**src/rtl/wb_stage_pkg.sv**
```systemverilog
// Shared writeback-stage definitions: register/address types, stage structs and FSM states.
package wb_stage_pkg;

  localparam int unsigned XLEN   = 32;
  localparam int unsigned REG_AW = 5;

  typedef logic [XLEN-1:0]   Register;
  typedef logic [REG_AW-1:0] RegAddr;

  typedef enum logic {
    IDLE,
    WAIT_LD
  } WbState;

  typedef struct packed {
    logic    valid;
    RegAddr  dst;
    Register result;
    logic    is_load;
  } WB_input;

  typedef struct packed {
    logic    write;
    RegAddr  dst;
    Register data;
  } WB_output;

endpackage

```
**src/rtl/wb_stage_load_timer.sv**
```systemverilog
// Load-wait cycle counter; pulses tmo on the tick that brings the count to LOAD_TMO.
module wb_load_timer #(
  parameter int unsigned LOAD_TMO = 15
) (
  input  logic clk,
  input  logic reset,
  input  logic clear,
  input  logic tick,
  output logic tmo
);

  localparam int unsigned CW = $clog2(LOAD_TMO + 1);
  localparam logic [CW-1:0] TMO_C = CW'(LOAD_TMO);

  logic [CW-1:0] cnt_q, cnt_d, cnt_inc;

  always_comb begin
    cnt_inc = cnt_q + 1'b1;
    cnt_d   = cnt_q;
    tmo     = 1'b0;
    if (clear) begin
      cnt_d = '0;
    end else if (tick && (cnt_q != TMO_C)) begin
      // Saturates at LOAD_TMO so the count can never wrap back into range.
      cnt_d = cnt_inc;
      tmo   = (cnt_inc == TMO_C);
    end
  end

  always_ff @(posedge clk) begin
    if (reset) cnt_q <= '0;
    else       cnt_q <= cnt_d;
  end

endmodule

```
**src/rtl/wb_stage.sv**
```systemverilog
// MIPS writeback stage: retires ALU results and outstanding loads onto the register-file write port.
module wb_stage
  import wb_stage_pkg::*;
#(
  parameter int unsigned DATA_W   = 32,
  parameter int unsigned ADDR_W   = 5,
  parameter int unsigned LOAD_TMO = 15
) (
  input  logic              clk,
  input  logic              reset,
  input  logic              m_valid,
  output logic              m_ready,
  input  logic [ADDR_W-1:0] m_dst,
  input  logic [DATA_W-1:0] m_result,
  input  logic              m_is_load,
  input  logic              mem_rvalid,
  input  logic [DATA_W-1:0] mem_rdata,
  output logic              wb_write,
  output logic [ADDR_W-1:0] wb_dst,
  output logic [DATA_W-1:0] wb_data,
  output logic              pend_valid,
  output logic [ADDR_W-1:0] pend_dst,
  output logic              err_tmo
);

  WbState state_q, state_d;
  logic              wb_write_q, wb_write_d;
  logic [ADDR_W-1:0] wb_dst_q, wb_dst_d;
  logic [DATA_W-1:0] wb_data_q, wb_data_d;
  logic              pend_valid_q, pend_valid_d;
  logic [ADDR_W-1:0] pend_dst_q, pend_dst_d;
  logic              err_tmo_q, err_tmo_d;
  logic              tmo;

  wb_load_timer #(
    .LOAD_TMO(LOAD_TMO)
  ) u_timer (
    .clk  (clk),
    .reset(reset),
    .clear(state_q == IDLE),
    .tick ((state_q == WAIT_LD) && !mem_rvalid),
    .tmo  (tmo)
  );

  always_comb begin
    state_d      = state_q;
    wb_write_d   = 1'b0;
    wb_dst_d     = wb_dst_q;
    wb_data_d    = wb_data_q;
    pend_valid_d = pend_valid_q;
    pend_dst_d   = pend_dst_q;
    err_tmo_d    = err_tmo_q;
    m_ready      = (state_q == IDLE);

    unique case (state_q)
      IDLE: begin
        if (m_valid) begin
          if (m_is_load) begin
            pend_dst_d   = m_dst;
            pend_valid_d = 1'b1;
            state_d      = WAIT_LD;
          end else begin
            wb_write_d = (m_dst != '0);
            wb_dst_d   = m_dst;
            wb_data_d  = m_result;
          end
        end
      end
      WAIT_LD: begin
        if (mem_rvalid) begin
          wb_write_d   = (pend_dst_q != '0);
          wb_dst_d     = pend_dst_q;
          wb_data_d    = mem_rdata;
          pend_valid_d = 1'b0;
          state_d      = IDLE;
        end else if (tmo) begin
          err_tmo_d    = 1'b1;
          pend_valid_d = 1'b0;
          state_d      = IDLE;
        end
      end
      default: state_d = IDLE;
    endcase
  end

  always_ff @(posedge clk) begin
    if (reset) begin
      state_q      <= IDLE;
      wb_write_q   <= 1'b0;
      wb_dst_q     <= '0;
      wb_data_q    <= '0;
      pend_valid_q <= 1'b0;
      pend_dst_q   <= '0;
      err_tmo_q    <= 1'b0;
    end else begin
      state_q      <= state_d;
      wb_write_q   <= wb_write_d;
      wb_dst_q     <= wb_dst_d;
      wb_data_q    <= wb_data_d;
      pend_valid_q <= pend_valid_d;
      pend_dst_q   <= pend_dst_d;
      err_tmo_q    <= err_tmo_d;
    end
  end

  assign wb_write   = wb_write_q;
  assign wb_dst     = wb_dst_q;
  assign wb_data    = wb_data_q;
  assign pend_valid = pend_valid_q;
  assign pend_dst   = pend_dst_q;
  assign err_tmo    = err_tmo_q;

endmodule

```
**config.mk**
```make
export PLATFORM = sky130hd
export DESIGN_NAME = wb_stage
export DESIGN_NICKNAME = d
export VERILOG_FILES = /design/src/rtl/wb_stage_pkg.sv /design/src/rtl/wb_stage_load_timer.sv /design/src/rtl/wb_stage.sv
export SDC_FILE = /design/constraint.sdc
export NUM_CORES = 1
export LEC_CHECK = 0
export ABC_AREA = 1
export ABC_CLOCK_PERIOD_IN_PS = 1640
export BUFFER_PORTS_ARGS = -buffer_cell sky130_fd_sc_hd__buf_2
export CORE_ASPECT_RATIO = 0.9
export CORE_MARGIN = 2
export CORE_UTILIZATION = 44
export DETAILED_ROUTE_END_ITERATION = 10
export GPL_TIMING_DRIVEN = 0
export PLACE_DENSITY_LB_ADDON = 0.05
export REMOVE_ABC_BUFFERS = 1
export SYNTH_ARGS = -nofsm -noshare
export SYNTH_HDL_FRONTEND = slang
export SYNTH_SLANG_ARGS = --single-unit
```
**constraint.sdc**
```tcl
create_clock -name clk -period 1.64 [get_ports clk]
set_input_delay 0.246 -clock clk [delete_from_list [all_inputs] [get_ports clk]]
set_output_delay 0.246 -clock clk [all_outputs]
set_load 0.02 [all_outputs]
```
==> results of run 1 <==
[cell usage in the layout, fill, tap and decap left out, types with 2 or more instances in the layout]
cell type,count
sky130_fd_sc_hd__nand3_1,4
sky130_fd_sc_hd__nor2_1,7
sky130_fd_sc_hd__a21oi_1,11
sky130_fd_sc_hd__o21ai_1,23
sky130_fd_sc_hd__a31oi_1,38
sky130_fd_sc_hd__nand2_1,93
sky130_fd_sc_hd__clkbuf_8,6
sky130_fd_sc_hd__ha_1,2
sky130_fd_sc_hd__dfxtp_1,49
sky130_fd_sc_hd__inv_1,10
sky130_fd_sc_hd__buf_2,119
sky130_fd_sc_hd__o21ai_0,18
sky130_fd_sc_hd__clkbuf_1,2
[layer usage]
layer	up-vias	global-route usage [%]	part of all wire (%)
met5	-	0	0
met4	0	6.43	0.84
met3	5	5.36	7.4
met2	77	33.8	43
met1	990	26.4	48
li1	1195	-	-
[power by group]
group          switching, mW  total, mW  internal [mW]
Clock                  0.367      0.661          0.294
Sequential            0.0509       1.36           1.30
Combinational          0.342      0.551          0.210
[metrics by stage]
step | setup TNS [ns] | cells | cell area, sq um | hold WS [ns] | setup WS, ns
global route | 0 | 459 | 2830 | 0.206 | 0.0575
floorplan | -26.25 | 266 | 2020 | 0.315 | -0.682
global placement | -69.15 | 450 | 2700 | 0.437 | -1.64
detailed placement | -36.28 | 450 | 2700 | 0.454 | -0.810
finish | 0 | 459 | 2830 | 0.208 | 0.182
CTS | 0 | 458 | 2820 | 0.197 | 0.0420
[worst min-delay path, delay by kind of cell]
| family | cells | cell delay (ns) |
|---|---|---|
| simple gates | 1 | 0.04 |
| buf+inv | 1 | 0.09 |
| compound gates | 1 | 0.07 |
[state kept, by name, summed over array words and instances (netlist names)]
| signal | cells |
|---|---|
| u_timer.cnt_q | 4 |
| pend_dst | 5 |
| wb_dst | 5 |
| state_q | 1 |
| pend_valid | 1 |
| wb_write | 1 |
| wb_data | 32 |
| err_tmo | 1 |
[what timing repair did]
item | in CTS | in global routing
setup endpoints to repair | 50 | 26
gates resized for setup | 5 | 1
hold buffers | 0 | 0
gates cloned | 0 | 0
buffers inserted | 1 | 1
[cell type report]
| type | instances | area, sq um |
|---|---|---|
| Multi-Input combinational cell | 204 | 992 |
| Fill cell | 484 | 1970 |
| Inverter | 12 | 52.6 |
| Clock buffer | 7 | 76.3 |
| Sequential cell | 50 | 1000 |
| Timing Repair Buffer | 121 | 624 |
| Tap cell | 65 | 81.3 |
[worst paths after layout]
check | depth (start not counted) | from | to | slack [ns]
setup / recovery | 5 | state_q | pend_valid | 0.18
hold / removal | 3 | mem_rdata[28] | wb_data[28] | 0.21
setup reg to reg | 5 | state_q | pend_valid | 0.18
hold reg to reg | 2 | err_tmo | err_tmo | 0.46
[logic make-up (layout without fill, tap and decap cells)]
| logic type | after synthesis | count (layout) | synth area share, % |
|---|---|---|---|
| and+or+nand+nor | 109 | 109 | 19.9 |
| DFF | 50 | 50 | 46.2 |
| buffers and inverters | 34 | 140 | 8.56 |
| adders and majority gates | 2 | 2 | 1.16 |
| AOI/OAI and AO/OA | 93 | 93 | 24.2 |
==> metrics.txt, run 1 <==
library cells used by synthesis 23; syn_area_per_cell 7.52 sq um; total setup violations reported at the end of the flow 0; post-synthesis cell type with the largest combined area sky130_fd_sc_hd__dfxtp_1; TritonCTS clock tree built; Antenna Violating Nets Remaining 0; synthesized cell area 0.00216 sq mm; Starting Density 45.1%; Min-Delay Path Class input pin to register; startpoint type of the worst setup path register; largest buffer count on any clock path 2; # IOs 120; most common library cells after synthesis sky130_fd_sc_hd__nand2_1 (93), sky130_fd_sc_hd__dfxtp_1 (50), sky130_fd_sc_hd__a31oi_1 (38), sky130_fd_sc_hd__o21ai_1 (23), sky130_fd_sc_hd__o21ai_0 (18); post-DP HPWL 3.59 mm; Leakage about 1.4 nW; Clock Pin Slew Worst Setup and Hold Paths about 0.080 ns; commonest register cell after synthesis sky130_fd_sc_hd__dfxtp_1; final worst clock skew 0.00235 ns; detailed-route via count around 2,300; family with the most delay on the worst path buffers and inverters; post-layout net count 470; wire length per cell after detailed routing 12.5 um; Num Clock Sinks 50; CTS Buf Count 5; GR Util All Layers between 20% and 30%; area enclosed by the die boundary about 0.0055 sq mm; outcome finished, final reports clean; number of flops mapped to enable cells by yosys 0; antenna violations before repair 0; fraction of layout cells with a size suffix above 1 34.0%; setup repair after global routing missed its margin false; Post-Route Utilization 58.9%; endpoint type of the worst setup path register; number of levels the H-tree was split into 2; cell at the slowest stage of the critical path sky130_fd_sc_hd__dfxtp_4; root buffer selected by CTS sky130_fd_sc_hd__clkbuf_8; data required time at the worst endpoint 1.87 ns; portion of the post-synthesis area used by sequential elements between 40% and 50%; final estimated routing congestion in global placement 0.805; Final Cycle Share 88.9%; detailed-route vias per instance between 4 and 5; height of the chip 70.5 um; cell types occupying the most area after synthesis sky130_fd_sc_hd__dfxtp_1 (46%), sky130_fd_sc_hd__nand2_1 (16%), sky130_fd_sc_hd__a31oi_1 (11%); crit path cell chain inv_8 -> nand3_1 -> inv_1 -> o21ai_0 -> a21oi_1; die span in x 77.9 um; Yosys warning total 0; total chip power 2.57 mW; highest fanout seen on the critical path slightly above 40; shortest clock period the worst path allows after layout 1.46 ns; first-pass GRT wire length 9.16 mm; Congestion Overflow GR 0; overall routed net length 5.75 mm; fin. max-slew vios 0; count of max-cap constraint violations 0; upper clock frequency limit 686 MHz; Core ar. 0.00480 sq mm; most common cell in the synthesized netlist sky130_fd_sc_hd__nand2_1; count of routing violations after the opening detailed-route iteration 140; Yosys reg bits 50; headroom to the max-slew limit 57.7%; via count of the first global-routing pass 2,013; slew at the pin closest to its max-slew limit around 0.63 ns; area growth from synthesis to layout 30.8%; total power per unit cell area 907 mW/mm^2; count of buffer and inverter cells on the critical path 2; final hold violation count 0; DRC violation count after routing 0; pin count of the biggest net entering global routing 75; critical path class register to register; crit-path max cell delay ~0.43 ns; synthesized instance count 288; Synth async-reset ratio 0%; area share of the largest cell type after synthesis 46.2%; first drt pass iteration count 4; Max IR drop VDD 0.479 mV; data arrival time of the critical path 1.68 ns; Ant. Diodes 0; Placement Rows 24; count of input and output buffers 119; clock latency at the later pin of the worst-skew pair 0.29 ns
(Power assumes the default switching activity.)
==> run 2, diff against run 1 <==
==> constraint.sdc (replaced) <==
create_clock -name clk -period 1.64 [get_ports clk]
set_input_delay 0.246 -clock clk [delete_from_list [all_inputs] [get_ports clk]]
set_output_delay 0.246 -clock clk [all_outputs]
set_load 0.05 [all_outputs]
==> run 2 against run 1 <==
  * Cell count increased by 0.22%
  * Die area unchanged
  * Core utilization increased by 0.47 points
  * Flip-flop and latch count unchanged
  * Non-clock buffer count unchanged
  * Wire length increased by 6.1%
  * Clock-buffer cell count unchanged
  * Sequential power about the same
==> metrics.txt, run 2 (synthesis gave the netlist of run 1 again) <==
outcome finished, final reports clean; area of all placed cells without fillers 0.00285 sq mm (+0.80%); detailed-route via count 2,318 (+2.2%); cell at the slowest stage of the critical path sky130_fd_sc_hd__dfxtp_4; setup slack after layout 0.119 ns (-0.0626 ns); worst hold path endpoint wb_data[28]; Antenna Violating Nets Remaining 0 (unchanged); CTS Buf Count 5 (unchanged); flip-flop count of the largest register, all copies and words added 32 (unchanged); Comb power frac 27.7% (+6.2 points); worst hold path startpoint mem_rdata[28]; Placement Rows 24 (unchanged); total setup violations reported at the end of the flow 0 (unchanged); number of buffers inserted for hold repair after clock tree synthesis 0 (unchanged); Num Clock Sinks 50 (unchanged); Core ar. 0.00480 sq mm (unchanged); fraction of layout cells with a size suffix above 1 34.4% (+0.42 points); crit-path max cell delay 0.43 ns (about the same); clock latency at the later pin of the worst-skew pair 0.29 ns (about the same); TritonCTS clock tree built; data arrival time of the critical path 1.27 ns (-0.41 ns); Starting Density 45.1% (unchanged); reg2reg path depth 5 (unchanged); area enclosed by the die boundary 0.00550 sq mm (unchanged); setup total negative slack 0 ns (unchanged); first drt pass iteration count 5 (+1); critical path class register to output pin; die span in x 77.9 um (unchanged); height of the chip 70.5 um (unchanged); endpoint type of the worst setup path output pin; first-pass GRT wire length 9.16 mm (unchanged); headroom to the max-slew limit 58.9% (+1.2 points); via count of the first global-routing pass 2,013 (unchanged); final estimated routing congestion in global placement 0.805 (unchanged); largest buffer count on any clock path 2 (unchanged); root buffer selected by CTS sky130_fd_sc_hd__clkbuf_8; data required time at the worst endpoint 1.39 ns (-0.48 ns); highest fanout seen on the critical path 41 (unchanged); family with the most delay on the worst path buffers and inverters; worst setup slack for register-to-register paths 0.17 ns (about the same); overall routed net length 6.10 mm (+6.1%); combined area of the multi-input logic cells 0.00101 sq mm (+2.3%); slew at the pin closest to its max-slew limit 0.616 ns (-0.0183 ns); Internal Pwr Total 1.81 mW (+0.20%); switching power as a share of total power 35.0% (+5.4 points); Final Cycle Share 92.7% (+3.8 points); GR Util All Layers 20.5% (unchanged); wire length per cell after detailed routing 13.3 um (+5.9%); count of buffer and inverter cells on the critical path 2 (unchanged); final worst clock skew 0.00241 ns (+0.0000646 ns); launch point of the worst reg-to-reg path state_q; reg2reg end pend_valid; upper clock frequency limit 658 MHz (-4.1%); Max IR drop VDD 0.501 mV (+4.5%); total chip power 2.79 mW (+8.5%); total power per unit cell area 976 mW/mm^2 (+7.6%); number of levels the H-tree was split into 2 (unchanged); count of max-cap constraint violations 0 (unchanged); most frequent cells in the layout sky130_fd_sc_hd__buf_2 (119), sky130_fd_sc_hd__nand2_1 (92), sky130_fd_sc_hd__dfxtp_1 (49), sky130_fd_sc_hd__a31oi_1 (38), sky130_fd_sc_hd__o21ai_1 (23); Clock Pin Slew Worst Setup and Hold Paths 0.08 ns (about the same); # IOs 120 (unchanged); most common cell after layout, fill and taps aside sky130_fd_sc_hd__buf_2; power share of the clock group 23.6% (-2.2 points); pin count of the biggest net entering global routing 75 (unchanged); startpoint type of the worst setup path register; post-DP HPWL 3.59 mm (unchanged); antenna violations before repair 0 (unchanged); Congestion Overflow GR 0 (unchanged); Place WS -0.810 ns (unchanged); Min-Delay Path Depth 3 (unchanged); Ant. Diodes 0 (unchanged); post-layout net count 471 (+0.21%); DP Area 0.00270 sq mm (unchanged); detailed-route vias per instance 5.04 (+2.0%); number of stages on the worst setup path 2 (-3); DRC violation count after routing 0 (unchanged); count of routing violations after the opening detailed-route iteration 169 (+21%); final hold violation count 0 (unchanged); Min-Delay Path Class input pin to register; Leakage 1.40 nW (+0.62%); count of input and output buffers 119 (unchanged); fin. max-slew vios 0 (unchanged); setup repair after global routing missed its margin false; crit path cell chain inv_8 -> buf_2; area growth from synthesis to layout 31.8%; Net Switching 0.974 mW (+28%); shortest clock period the worst path allows after layout 1.52 ns (+0.0626 ns); number of fill cells in the layout 481 (-0.62%); Sequential cell area 0.00100 sq mm (unchanged); portion of total power attributed to sequential cells 48.7% (-4.1 points)
run 2: how the worst max path moves through the flow:
stage | slack (ns) | end | startpoint
after detailed placement | -0.81 | wb_data[29] | state_q
after CTS | 0.05 | m_ready | state_q
after floorplan | -0.76 | pend_valid | state_q
after global routing | 0.06 | pend_dst[4] | state_q
after global placement | -1.64 | pend_valid | state_q
final | 0.12 | m_ready | state_q
run 2: power groups by stage:
| stage | clock network [mW] | logic, mW | registers (mW) |
|---|---|---|---|
| 2_1_floorplan | 0 | 0.193 | 1.70 |
| 6_report | 0.659 | 0.772 | 1.36 |
| 3_3_place_gp | 0 | 0.733 | 1.39 |
| 3_5_place_dp | 0 | 0.734 | 1.39 |
| 5_1_grt | 0.724 | 0.832 | 1.37 |
| 4_1_cts | 0.692 | 0.751 | 1.36 |
run 2: tightest hold or removal path, cell delays in order:
cell	delay [ns]
sky130_fd_sc_hd__buf_2	0.09
sky130_fd_sc_hd__nand2_1	0.04
sky130_fd_sc_hd__a31oi_1	0.07
run 2: final cells by class:
type                            count  area share (%)
Sequential cell                    50            35.2
Multi-Input combinational cell    205            35.6
Clock buffer                        7            2.67
Inverter                           12            1.84
Tap cell                           65            2.85
Timing Repair Buffer              121            21.9
run 2: timing repair:
action                                  in CTS  in global routing
pin swaps                                    0                  1
setup buffers                                1                  1
gates cloned                                 0                  1
resized for setup                            6                  2
endpoints found under the setup margin      50                 23
run 2: metal layers:
layer | GRT usage (%) | part of all wire (%)
met5 | 0 | 0
met4 | 6.43 | 0.92
met3 | 5.36 | 7.6
met2 | 33.8 | 43
met1 | 26.4 | 48
run 2: per-stage QoR:
stage	hold slack [ns]	util (%)	std cells
2_1_floorplan	0.315	-	266
3_3_place_gp	0.437	56.2	450
3_5_place_dp	0.454	56.3	450
4_1_cts	0.197	58.6	458
5_1_grt	0.206	59.4	460
6_report	0.204	59.4	460
==> run 3, diff against run 2 <==
--- a/config.mk
+++ b/config.mk
@@ -10,11 +10,12 @@
 export BUFFER_PORTS_ARGS = -buffer_cell sky130_fd_sc_hd__buf_2
 export CORE_ASPECT_RATIO = 0.9
 export CORE_MARGIN = 2
-export CORE_UTILIZATION = 44
+export CORE_UTILIZATION = 47
 export DETAILED_ROUTE_END_ITERATION = 10
 export GPL_TIMING_DRIVEN = 0
 export PLACE_DENSITY_LB_ADDON = 0.05
 export REMOVE_ABC_BUFFERS = 1
 export SYNTH_ARGS = -nofsm -noshare
 export SYNTH_HDL_FRONTEND = slang
+export SYNTH_HIERARCHICAL = 1
 export SYNTH_SLANG_ARGS = --single-unit
==> run 3 against run 2 <==
  * Area after synthesis up 21%
  * Synthesized cell count up 42%
  * Cell area up 27%
  * First-iteration DRC count up 30%
  * Critical path type is now register to register
  * Largest cell class unchanged
==> metrics.txt, run 3 <==
via count of the first global-routing pass 2,371 (+18%); Antenna Violating Nets Remaining 0 (unchanged); area growth from synthesis to layout 38.8%; most common cell type on the critical path sky130_fd_sc_hd__nor2_1; detailed-route via count 2,977 (+28%); Worst Setup EP pend_valid; most common library cells after synthesis sky130_fd_sc_hd__nand2_1 (168), sky130_fd_sc_hd__nor2_1 (88), sky130_fd_sc_hd__dfxtp_1 (50), sky130_fd_sc_hd__nand3b_1 (37), sky130_fd_sc_hd__buf_2 (20); Starting Density 49.1% (+4.1 points); synthesized cell area 0.00261 sq mm (+21%); synthesized instance count 410 (+42%); reg2reg end pend_valid; most common cell in the synthesized netlist sky130_fd_sc_hd__nand2_1; first-pass GRT wire length 11.0 mm (+20%); TritonCTS clock tree built; area enclosed by the die boundary 0.00617 sq mm (+12%); crit path cell chain clkinv_16 -> nor2_4 -> nand2_2 -> o21bai_4 -> nor3_4 -> nor2_1 -> o21ai_1 -> nor2_1; portion of the post-synthesis area used by sequential elements 38.3% (-7.9 points); Comb power frac 33.5% (+5.8 points); Core ar. 0.00532 sq mm (+11%); upper clock frequency limit 631 MHz (-4.0%); CTS Buf Count 5 (unchanged); largest buffer count on any clock path 2 (unchanged); Post-Route Utilization 68.2% (+8.8 points); post-DP HPWL 4.17 mm (+16%); slew at the pin closest to its max-slew limit 1.21 ns (+0.597 ns); Max IR drop VDD 0.470 mV (-6.2%); clock latency at the later pin of the worst-skew pair 0.29 ns (about the same); final estimated routing congestion in global placement 0.847 (+5.2%); headroom to the max-slew limit 19.1% (-40 points); Yosys warning total 6 (+6); die span in x 82.6 um (+5.9%); pin count of the biggest net entering global routing 45 (-40%); cell at the slowest stage of the critical path sky130_fd_sc_hd__dfxtp_4; cell types occupying the most area after synthesis sky130_fd_sc_hd__dfxtp_1 (38%), sky130_fd_sc_hd__nand2_1 (24%), sky130_fd_sc_hd__nor2_1 (13%); Min-Delay Path Depth 3 (unchanged); count of max-cap constraint violations 0 (unchanged); data required time at the worst endpoint 1.82 ns (+0.43 ns); switching power as a share of total power 36.6% (+1.7 points); power share of the clock group 22.2% (-1.4 points); endpoint type of the worst setup path register; Clock Pin Slew Worst Setup and Hold Paths 0.09 ns (about the same); shortest clock period the worst path allows after layout 1.58 ns (+0.0630 ns); final instance count without filler cells 610 (+33%); Synth async-reset ratio 0% (unchanged); critical path class register to register; GR Util All Layers 23.2% (+2.8 points); count of routing violations after the opening detailed-route iteration 220 (+30%); Final Cycle Share 96.6% (+3.8 points); combined area of the multi-input logic cells 0.00153 sq mm (+51%); Placement Rows 25 (+4.2%); highest fanout seen on the critical path 8 (-80%); detailed-route vias per instance 4.88 (-3.2%); most frequent cells in the layout sky130_fd_sc_hd__nand2_1 (167), sky130_fd_sc_hd__buf_2 (119), sky130_fd_sc_hd__nor2_1 (87), sky130_fd_sc_hd__dfxtp_1 (48), sky130_fd_sc_hd__nand3b_1 (37); antenna violations before repair 0 (unchanged); Leakage 1.99 nW (+42%); launch point of the worst reg-to-reg path state_q; Placed Instances 572 (+27%); fraction of layout cells with a size suffix above 1 31.9% (-2.6 points); area share of the largest cell type after synthesis 38.3% (-7.9 points); setup total negative slack 0 ns (unchanged); final worst clock skew 0.00598 ns (+0.00357 ns); count of input and output buffers 119 (unchanged); Ant. Diodes 0 (unchanged); Min-Delay Path Class input pin to register; Sequential cell area 0.00101 sq mm (+0.12%); Net Switching 1.11 mW (+14%); final hold violation count 0 (unchanged); library cells used by synthesis 21 (-8.7%); number of fill cells in the layout 499 (+3.7%); wire length per cell after detailed routing 13.5 um (+1.9%); fin. max-slew vios 0 (unchanged); Internal Pwr Total 1.93 mW (+6.3%); total power per unit cell area 839 mW/mm^2 (-14%); crit-path max cell delay 0.45 ns (+0.02 ns); most common cell after layout, fill and taps aside sky130_fd_sc_hd__nand2_1; number of levels the H-tree was split into 2 (unchanged); post-synthesis cell type with the largest combined area sky130_fd_sc_hd__dfxtp_1; number of flops mapped to enable cells by yosys 0 (unchanged); root buffer selected by CTS sky130_fd_sc_hd__clkbuf_8; overall routed net length 8.24 mm (+35%); syn_area_per_cell 6.37 sq um (-15%); flip-flop count of the largest register, all copies and words added 32 (unchanged); commonest register cell after synthesis sky130_fd_sc_hd__dfxtp_1; start point of the critical path state_q; reg2reg path depth 8 (+3); Yosys reg bits 50 (unchanged); total chip power 3.04 mW (+9.1%); total setup violations reported at the end of the flow 0 (unchanged); startpoint type of the worst setup path register; first drt pass iteration count 4 (-1); height of the chip 74.7 um (+5.9%); number of buffers inserted for hold repair after clock tree synthesis 0 (unchanged); portion of total power attributed to sequential cells 44.4% (-4.3 points); worst setup slack for register-to-register paths 0.06 ns (-0.11 ns); DRC violation count after routing 0 (unchanged); outcome finished, final reports clean; Congestion Overflow GR 0 (unchanged); # IOs 120 (unchanged); post-layout net count 619 (+31%); Num Clock Sinks 50 (unchanged); data arrival time of the critical path 1.77 ns (+0.50 ns)
[run 3: power by group through the flow]
stage / clock [mW] / combinational, mW / sequential, mW
after global placement: 0 / 0.881 / 1.38
final: 0.674 / 1.02 / 1.35
after floorplan: 0 / 0.317 / 1.70
after CTS: 0.704 / 0.964 / 1.35
after detailed placement: 0 / 0.885 / 1.39
after global routing: 0.746 / 1.10 / 1.36
[run 3: cell families after synthesis]
family	after synthesis	share of synthesized area, %
AO/OA/AOI/OAI	15	3.26
buffers and inverters	38	6.56
AND/OR/NAND/NOR	305	50.9
adder cells (fa/ha/maj)	2	0.958
flip-flops	50	38.3
[run 3: worst max-delay path: cells and delay by family, from the launching register on]
| kind | cells | cell delay, ns |
|---|---|---|
| buf+inv | 1 | 0.08 |
| flops | 1 | 0.45 |
| compound gates | 2 | 0.30 |
| simple gates | 5 | 0.64 |
[run 3: per-stage QoR]
step                area [sq um]  hold WS (ns)  setup slack (ns)
finish                      3620         0.210            0.0562
CTS                         3420         0.202           0.00633
global placement            3170         0.444             -1.95
detailed placement          3170         0.453             -1.98
floorplan                   2490         0.315             -1.05
global route                3620         0.226           -0.0170
[run 3: area by class of cell]
cell class / count / area share [%]
clock inverter: 2 / 0.276
timing repair buffer: 145 / 22.7
inverter: 14 / 2.28
clock buffer: 5 / 1.90
timing repair inverter: 2 / 0.621
tap: 67 / 2.31
sequential: 50 / 27.8
multi-input combinational: 325 / 42.1
[run 3: how the worst min path moves through the flow]
stage                  end  startpoint  slack [ns]
2_1_floorplan      err_tmo       reset        0.32
3_3_place_gp       err_tmo     err_tmo        0.44
3_5_place_dp       err_tmo     err_tmo        0.45
4_1_cts        pend_dst[4]    m_dst[4]        0.20
5_1_grt        pend_dst[0]    m_dst[0]        0.23
6_report       pend_dst[4]    m_dst[4]        0.21
[run 3: what timing repair did]
action,in CTS,in global routing
setup buffers,11,15
setup endpoints to repair,51,40
pin swaps,3,3
gates resized for setup,9,12
cloned,2,3
[run 3: routing by layer]
metal / vias up / part of all wire [%] / global-route usage [%]
li1: 1530 / - / -
met1: 1319 / 43 / 29.8
met2: 120 / 48 / 40.1
met3: 8 / 8.0 / 4.92
met4: 0 / 1.1 / 5.65
met5: - / 0 / 0
